==> src/rtl/core_alu_signals.sv <==
// Control-word layout shared between the core ALU and the blocks that drive it.
package core_alu_signals;

    localparam int unsigned CtlSelectAdc  = 0;
    localparam int unsigned CtlSelectRol  = 1;
    localparam int unsigned CtlSelectRor  = 2;
    localparam int unsigned CtlClearCarry = 3;
    localparam int unsigned CtlSetCarry   = 4;
    localparam int unsigned CtlInvICarry  = 5;
    localparam int unsigned CtlClearRhs   = 6;
    localparam int unsigned CtlInvertRhs  = 7;
    localparam int unsigned CtlResultSign = 8;
    localparam int unsigned CtlResultZero = 9;
    localparam int unsigned ControlWidth  = 10;

    typedef logic [ControlWidth-1:0] control_type;

endpackage

==> src/rtl/core_rmw_sequencer_pkg.sv <==
// Types and the op-to-control mapping for the read-modify-write sequencer.
package core_rmw_signals;

    import core_alu_signals::*;

    // Codes 6 and 7 are deliberately unnamed: they pass the operand through.
    typedef enum logic [2:0] {
        RmwAsl = 3'd0,
        RmwLsr = 3'd1,
        RmwRol = 3'd2,
        RmwRor = 3'd3,
        RmwInc = 3'd4,
        RmwDec = 3'd5
    } rmw_op_type;

    typedef enum logic [1:0] {
        StIdle  = 2'd0,
        StRead  = 2'd1,
        StDummy = 2'd2,
        StWrite = 2'd3
    } rmw_state_type;

    // ALU control word for each memory RMW op; all zeros means result = lhs.
    function automatic control_type rmw_control(rmw_op_type op);
        control_type c;
        c = '0;
        case (op)
            RmwAsl, RmwRol: begin
                c[CtlSelectRol]  = 1'b1;
                c[CtlClearCarry] = (op == RmwAsl);
                c[CtlSetCarry]   = 1'b1;
                c[CtlResultSign] = 1'b1;
                c[CtlResultZero] = 1'b1;
            end
            RmwLsr, RmwRor: begin
                c[CtlSelectRor]  = 1'b1;
                c[CtlClearCarry] = (op == RmwLsr);
                c[CtlSetCarry]   = 1'b1;
                c[CtlResultSign] = 1'b1;
                c[CtlResultZero] = 1'b1;
            end
            RmwInc: begin
                // Carry-in forced to 1 by clearing then inverting it.
                c[CtlSelectAdc]  = 1'b1;
                c[CtlClearRhs]   = 1'b1;
                c[CtlClearCarry] = 1'b1;
                c[CtlInvICarry]  = 1'b1;
                c[CtlResultSign] = 1'b1;
                c[CtlResultZero] = 1'b1;
            end
            RmwDec: begin
                // lhs + $FF + 0 is lhs - 1.
                c[CtlSelectAdc]  = 1'b1;
                c[CtlClearRhs]   = 1'b1;
                c[CtlInvertRhs]  = 1'b1;
                c[CtlClearCarry] = 1'b1;
                c[CtlResultSign] = 1'b1;
                c[CtlResultZero] = 1'b1;
            end
            default: c = '0;
        endcase
        return c;
    endfunction

endpackage

==> src/rtl/core_rmw_sequencer.sv <==
// Sequences the ALU for 2A03 memory RMW instructions: read, optional dummy
// write-back of the old value, then the final write with a single flag update.
// Option: CORE_RMW_DUMMY_WRITE_EN keeps the DUMMY state (three bus accesses);
// left undefined, READ goes straight to WRITE (two bus accesses).
module core_rmw_sequencer
    import core_alu_signals::*;
    import core_rmw_signals::*;
(
    input  logic        I_clock,
    input  logic        I_reset_n,
    input  logic        I_start,
    input  logic [2:0]  I_op,
    input  logic [15:0] I_addr,
    input  logic        I_ready,
    input  logic [7:0]  I_data,
    input  logic [7:0]  I_alu_result,
    output logic [15:0] O_addr,
    output logic        O_rw,
    output logic [7:0]  O_wdata,
    output control_type O_alu_control,
    output logic [7:0]  O_alu_lhs,
    output logic        O_alu_mask_p,
    output logic        O_busy,
    output logic        O_done
);

    rmw_state_type state_q;
    logic [15:0]   addr_q;
    logic [7:0]    operand_q;
    control_type   ctrl_q;
    logic          rw_q;
    logic          mask_p_q;
    logic          busy_q;
    logic          done_q;

    // State machine with every control output registered alongside the state.
    always_ff @(posedge I_clock or negedge I_reset_n) begin
        if (!I_reset_n) begin
            state_q   <= StIdle;
            addr_q    <= '0;
            operand_q <= '0;
            ctrl_q    <= '0;
            rw_q      <= 1'b1;
            mask_p_q  <= 1'b0;
            busy_q    <= 1'b0;
            done_q    <= 1'b0;
        end else begin
            done_q <= 1'b0;
            case (state_q)
                StIdle: begin
                    if (I_start) begin
                        state_q <= StRead;
                        addr_q  <= I_addr;
                        ctrl_q  <= rmw_control(rmw_op_type'(I_op));
                        rw_q    <= 1'b1;
                        busy_q  <= 1'b1;
                    end
                end
                StRead: begin
                    if (I_ready) begin
                        operand_q <= I_data;
                        rw_q      <= 1'b0;
`ifdef CORE_RMW_DUMMY_WRITE_EN
                        state_q   <= StDummy;
`else
                        state_q   <= StWrite;
                        // Pass-through codes have a zero word and never touch flags.
                        mask_p_q  <= |ctrl_q;
`endif
                    end
                end
`ifdef CORE_RMW_DUMMY_WRITE_EN
                StDummy: begin
                    state_q  <= StWrite;
                    mask_p_q <= |ctrl_q;
                end
`endif
                StWrite: begin
                    state_q  <= StIdle;
                    rw_q     <= 1'b1;
                    mask_p_q <= 1'b0;
                    ctrl_q   <= '0;
                    busy_q   <= 1'b0;
                    done_q   <= 1'b1;
                end
                default: state_q <= StIdle;
            endcase
        end
    end

    // Bus write data: new value in WRITE, otherwise the unmodified operand.
    always_comb begin
        O_wdata = (state_q == StWrite) ? I_alu_result : operand_q;
    end

    assign O_addr        = addr_q;
    assign O_rw          = rw_q;
    assign O_alu_control = ctrl_q;
    assign O_alu_lhs     = operand_q;
    assign O_alu_mask_p  = mask_p_q;
    assign O_busy        = busy_q;
    assign O_done        = done_q;

endmodule

==> config.mk <==
export PLATFORM = sky130hd
export DESIGN_NAME = core_rmw_sequencer
export DESIGN_NICKNAME = d
export VERILOG_FILES = /design/src/rtl/core_alu_signals.sv /design/src/rtl/core_rmw_sequencer_pkg.sv /design/src/rtl/core_rmw_sequencer.sv
export SDC_FILE = /design/constraint.sdc
export NUM_CORES = 1
export LEC_CHECK = 0
export ABC_AREA = 1
export BUFFER_PORTS_ARGS = -buffer_cell sky130_fd_sc_hd__buf_2
export CORE_MARGIN = 8
export CORE_UTILIZATION = 44
export DETAILED_ROUTE_END_ITERATION = 6
export GPL_TIMING_DRIVEN = 0
export PLACE_DENSITY = 0.87
export SLEW_MARGIN = 20
export SYNTH_ARGS = -nofsm -noshare
export SYNTH_HDL_FRONTEND = slang
export SYNTH_SLANG_ARGS = --single-unit
==> constraint.sdc <==
create_clock -name I_clock -period 1.1 [get_ports I_clock]
set_input_delay 0.11 -clock I_clock [delete_from_list [all_inputs] [get_ports I_clock]]
set_output_delay 0.11 -clock I_clock [all_outputs]
set_load 0.005 [all_outputs]
==> summary.md <==
| Metric | Value |
|---|---|
| Seq/Total Area, Yosys | `58.54%` |
| Synth Area in Adders | `0%` |
| Num CTS Buffers | `5` |
| Syn. warnings | `0` |
| Synth top area cells | `dfrtp_1, nand2_1, nand3_1, buf_6, buf_4` |
| Maximum VDD drop | `1486 µV` |
| Largest net degree at the start of global routing | `39` |
| Share of the synthesized area in the top cell type | `56.92%` |
| Grt met1 use | `16.12%` |
| Post-Syn Nets | `234` |
| Fin crit period | `1.353 ns` |
| Placed insts | `327` |
| Synthesized area | `1627 µm²` |
| Top Ports | `85` |
| RR Endpoint | `O_alu_control[3]` |
| Initial DRT Pass Iterations | `4` |
| DR iter-0 viols | `79` |
| Period utilization | `123.0%` |
| Crit end category | `output pin` |
| Dpl hpwl | `3218 µm` |
| Vias post-DR | `1,591` |
| Reg-to-reg critical path startpoint | `state_q[1]` |
| Crit path DAT | `1.24 ns` |
| Xor-xnor portion of the synthesized cell area | `0%` |
| CP startpoint | `state_q[1]` |
| Drt via density | `4.559` |
| Total global-route track usage | `15.25%` |
| Clock transition at path regs | `0.07 ns` |
| Worst setup endpoint | `O_wdata[4]` |
| Slew margin rel. | `66.76%` |
| Worst-path maximum fanout | `5` |
| Syn avg cell area | `8.341 µm²` |
| Synth Register Bits | `38` |
| # setup viols final | `33` |
| Unrepaired setup endpoints after global routing | `true` |
| Final WS setup | `-0.2527 ns` |
| Number of H-tree levels | `2` |
| Most area-hungry cell type in the Yosys netlist | `dfrtp_1` |
| Distinct cell type count after synthesis | `13` |
| IO Port Bufs | `84` |
| DR WL/cell | `13.03 µm` |
| CTS tree | `yes` |
| Final wirelength | `4549 µm` |
| Cell area power density | `2650 nW/µm²` |
| Multiplexer share of the synthesized area | `0%` |
| Starting density of the core | `45.11%` |
| Initial antenna violation count | `0` |
| Static Leak | `0.001455 µW` |
| CTS Root Cell | `clkbuf_8` |
| Fmax | `0.7392 GHz` |
| Die Y-Extent | `76.80 µm` |
| Row count | `22` |
| Number of antenna diodes | `0` |
| GPL Wtd Cong | `0.8000` |
| Fraction of layout cells with a size suffix above 1 | `44.52%` |
| Maxcap violations | `0` |
| Final non-filler cell total | `349` |
| Placed Area | `2107 µm²` |
| Outcome | `finished with violations` |
| Worst slew pin tran | `0.4986 ns` |
| Cells after Synth | `195` |
| Min-Delay Path Class | `in2reg` |
| Synth Area in Compound Gates | `0.6154%` |
| Met2 GRT Util | `26.17%` |
| Die area | `5898 µm²` |
| Failing checks | `negative setup slack` |
| CORE AREA | `3606 µm²` |
| Vias in the first global route | `1,621` |
| Fin. Hold Viols | `0` |
| Clock Latency Late Sink | `0.29 ns` |
| Drt drc | `0` |
| Area Growth Syn to Fin | `47.38%` |
| Largest family of logic cells by synthesized area | `simple AND/OR/NAND/NOR gates` |
| Worst Reg-to-Reg Cells | `7` |
| Met3 GRT Util | `5.478%` |
| Total grt overflow | `0` |
| Top Usage Layer GRT | `met2` |
| R2R setup slack | `-0.12 ns` |
| First-pass GRT wire length | `7348 µm` |
| Clock sinks | `38` |
| Worst Skew | `0.002774 ns` |
| Worst Path Required | `0.99 ns` |
| Die Wd | `76.80 µm` |
| Fin nets | `339` |
| Critical path type | `reg2out` |
| Setup TNS | `-4.191 ns` |
| Final Cell Area | `2397 µm²` |
| Synth Area in Simple Gates | `33.00%` |
| Startpoint Class | `register` |
| CTS Buffer Depth | `2` |
| DRT antenna net count | `0` |
| Slew Viols, Final | `0` |
-- worst min-delay path by stage --
stage / startpoint / end / cells past startpoint
after floorplan: I_reset_n / O_addr[0] / 0
after global placement: I_reset_n / O_addr[7] / 1
after detailed placement: I_reset_n / O_addr[7] / 1
after CTS: I_addr[14] / O_addr[14] / 3
after global routing: I_addr[3] / O_addr[3] / 3
final: I_addr[14] / O_addr[14] / 3
-- placed cells by master, fill, tap and decap left out, drive strengths merged --
cell,instances
nor2,7
inv,7
o21ai,2
buf,105
clkinv,2
nand3,14
dlygate4sd3,1
nand2,116
clkbuf,9
dfrtp,37
dfstp,1
-- worst max-delay path, cell delays in order (launching register included) --
cell	delay, ns
dfrtp_1	0.39
nand2_2	0.10
buf_6	0.12
clkbuf_16	0.14
nand2_2	0.05
nand2_1	0.06
buf_2	0.10
-- flip-flops by register name, summed over array words and instances (netlist names) --
name,cells
O_addr,16
O_alu_control,8
O_alu_lhs,8
state_q,2
O_alu_mask_p,1
O_busy,1
O_done,1
O_rw,1
-- per-stage QoR --
stage / utilization, % / power, µW / hold WS [ns] / setup slack [ns]
after global routing: 66.48 / 6914 / 0.01425 / -0.3070
after floorplan: - / 3761 / -0.1856 / 0.1070
after global placement: 58.43 / 4877 / 0.2453 / -0.01510
after CTS: 62.53 / 6086 / 0.004363 / -0.2212
after detailed placement: 58.43 / 4977 / 0.2525 / -0.04543
final: 66.48 / 6353 / 0.01580 / -0.2527
-- kinds of logic after synthesis --
family | Yosys count
AND/OR/NAND/NOR | 137
flip-flops | 38
buffers and inverters | 18
AO/OA/AOI/OAI | 2
-- report_power, final --
group	internal [µW]	switching [µW]	total, µW
combinational	1460	1470	2930
sequential	2040	403	2450
clock	505	469	975
total	4010	2340	6350
-- synth_stat cells, drive strengths merged --
| library cell | instances |
|---|---|
| nand2 | 116 |
| dfrtp | 37 |
| nand3 | 14 |
| buf | 10 |
| inv | 7 |
| nor2 | 7 |
| o21ai | 2 |
| clkinv | 1 |
| dfstp | 1 |
-- final cells by class --
| class | count | area (µm²) |
|---|---|---|
| Buffer | 10 | 108.9 |
| Multi-Input combinational cell | 139 | 603.1 |
| Sequential cell | 38 | 952.2 |
| Inverter | 8 | 36.28 |
| Tap cell | 48 | 60.06 |
| Timing Repair Buffer | 98 | 545.5 |
| Clock buffer | 7 | 86.33 |
| Fill cell | 314 | 1209 |
| Clock inverter | 1 | 5.005 |
-- what timing repair did --
action	4_1_cts	5_1_grt
cloned	0	3
gates resized for setup	7	25
hold endpoints to repair	37	0
hold buffers	1	0
setup endpoints to repair	8	81
buffers inserted	4	7
pin swaps	2	3
-- per-layer routing --
layer / vias to the layer above / wire length [µm]
met3: 11 / 367
met5: - / 0
li1: 802 / -
met1: 710 / 1762
met2: 68 / 2328
met4: 0 / 90
Power figures use the tool's default switching activity.
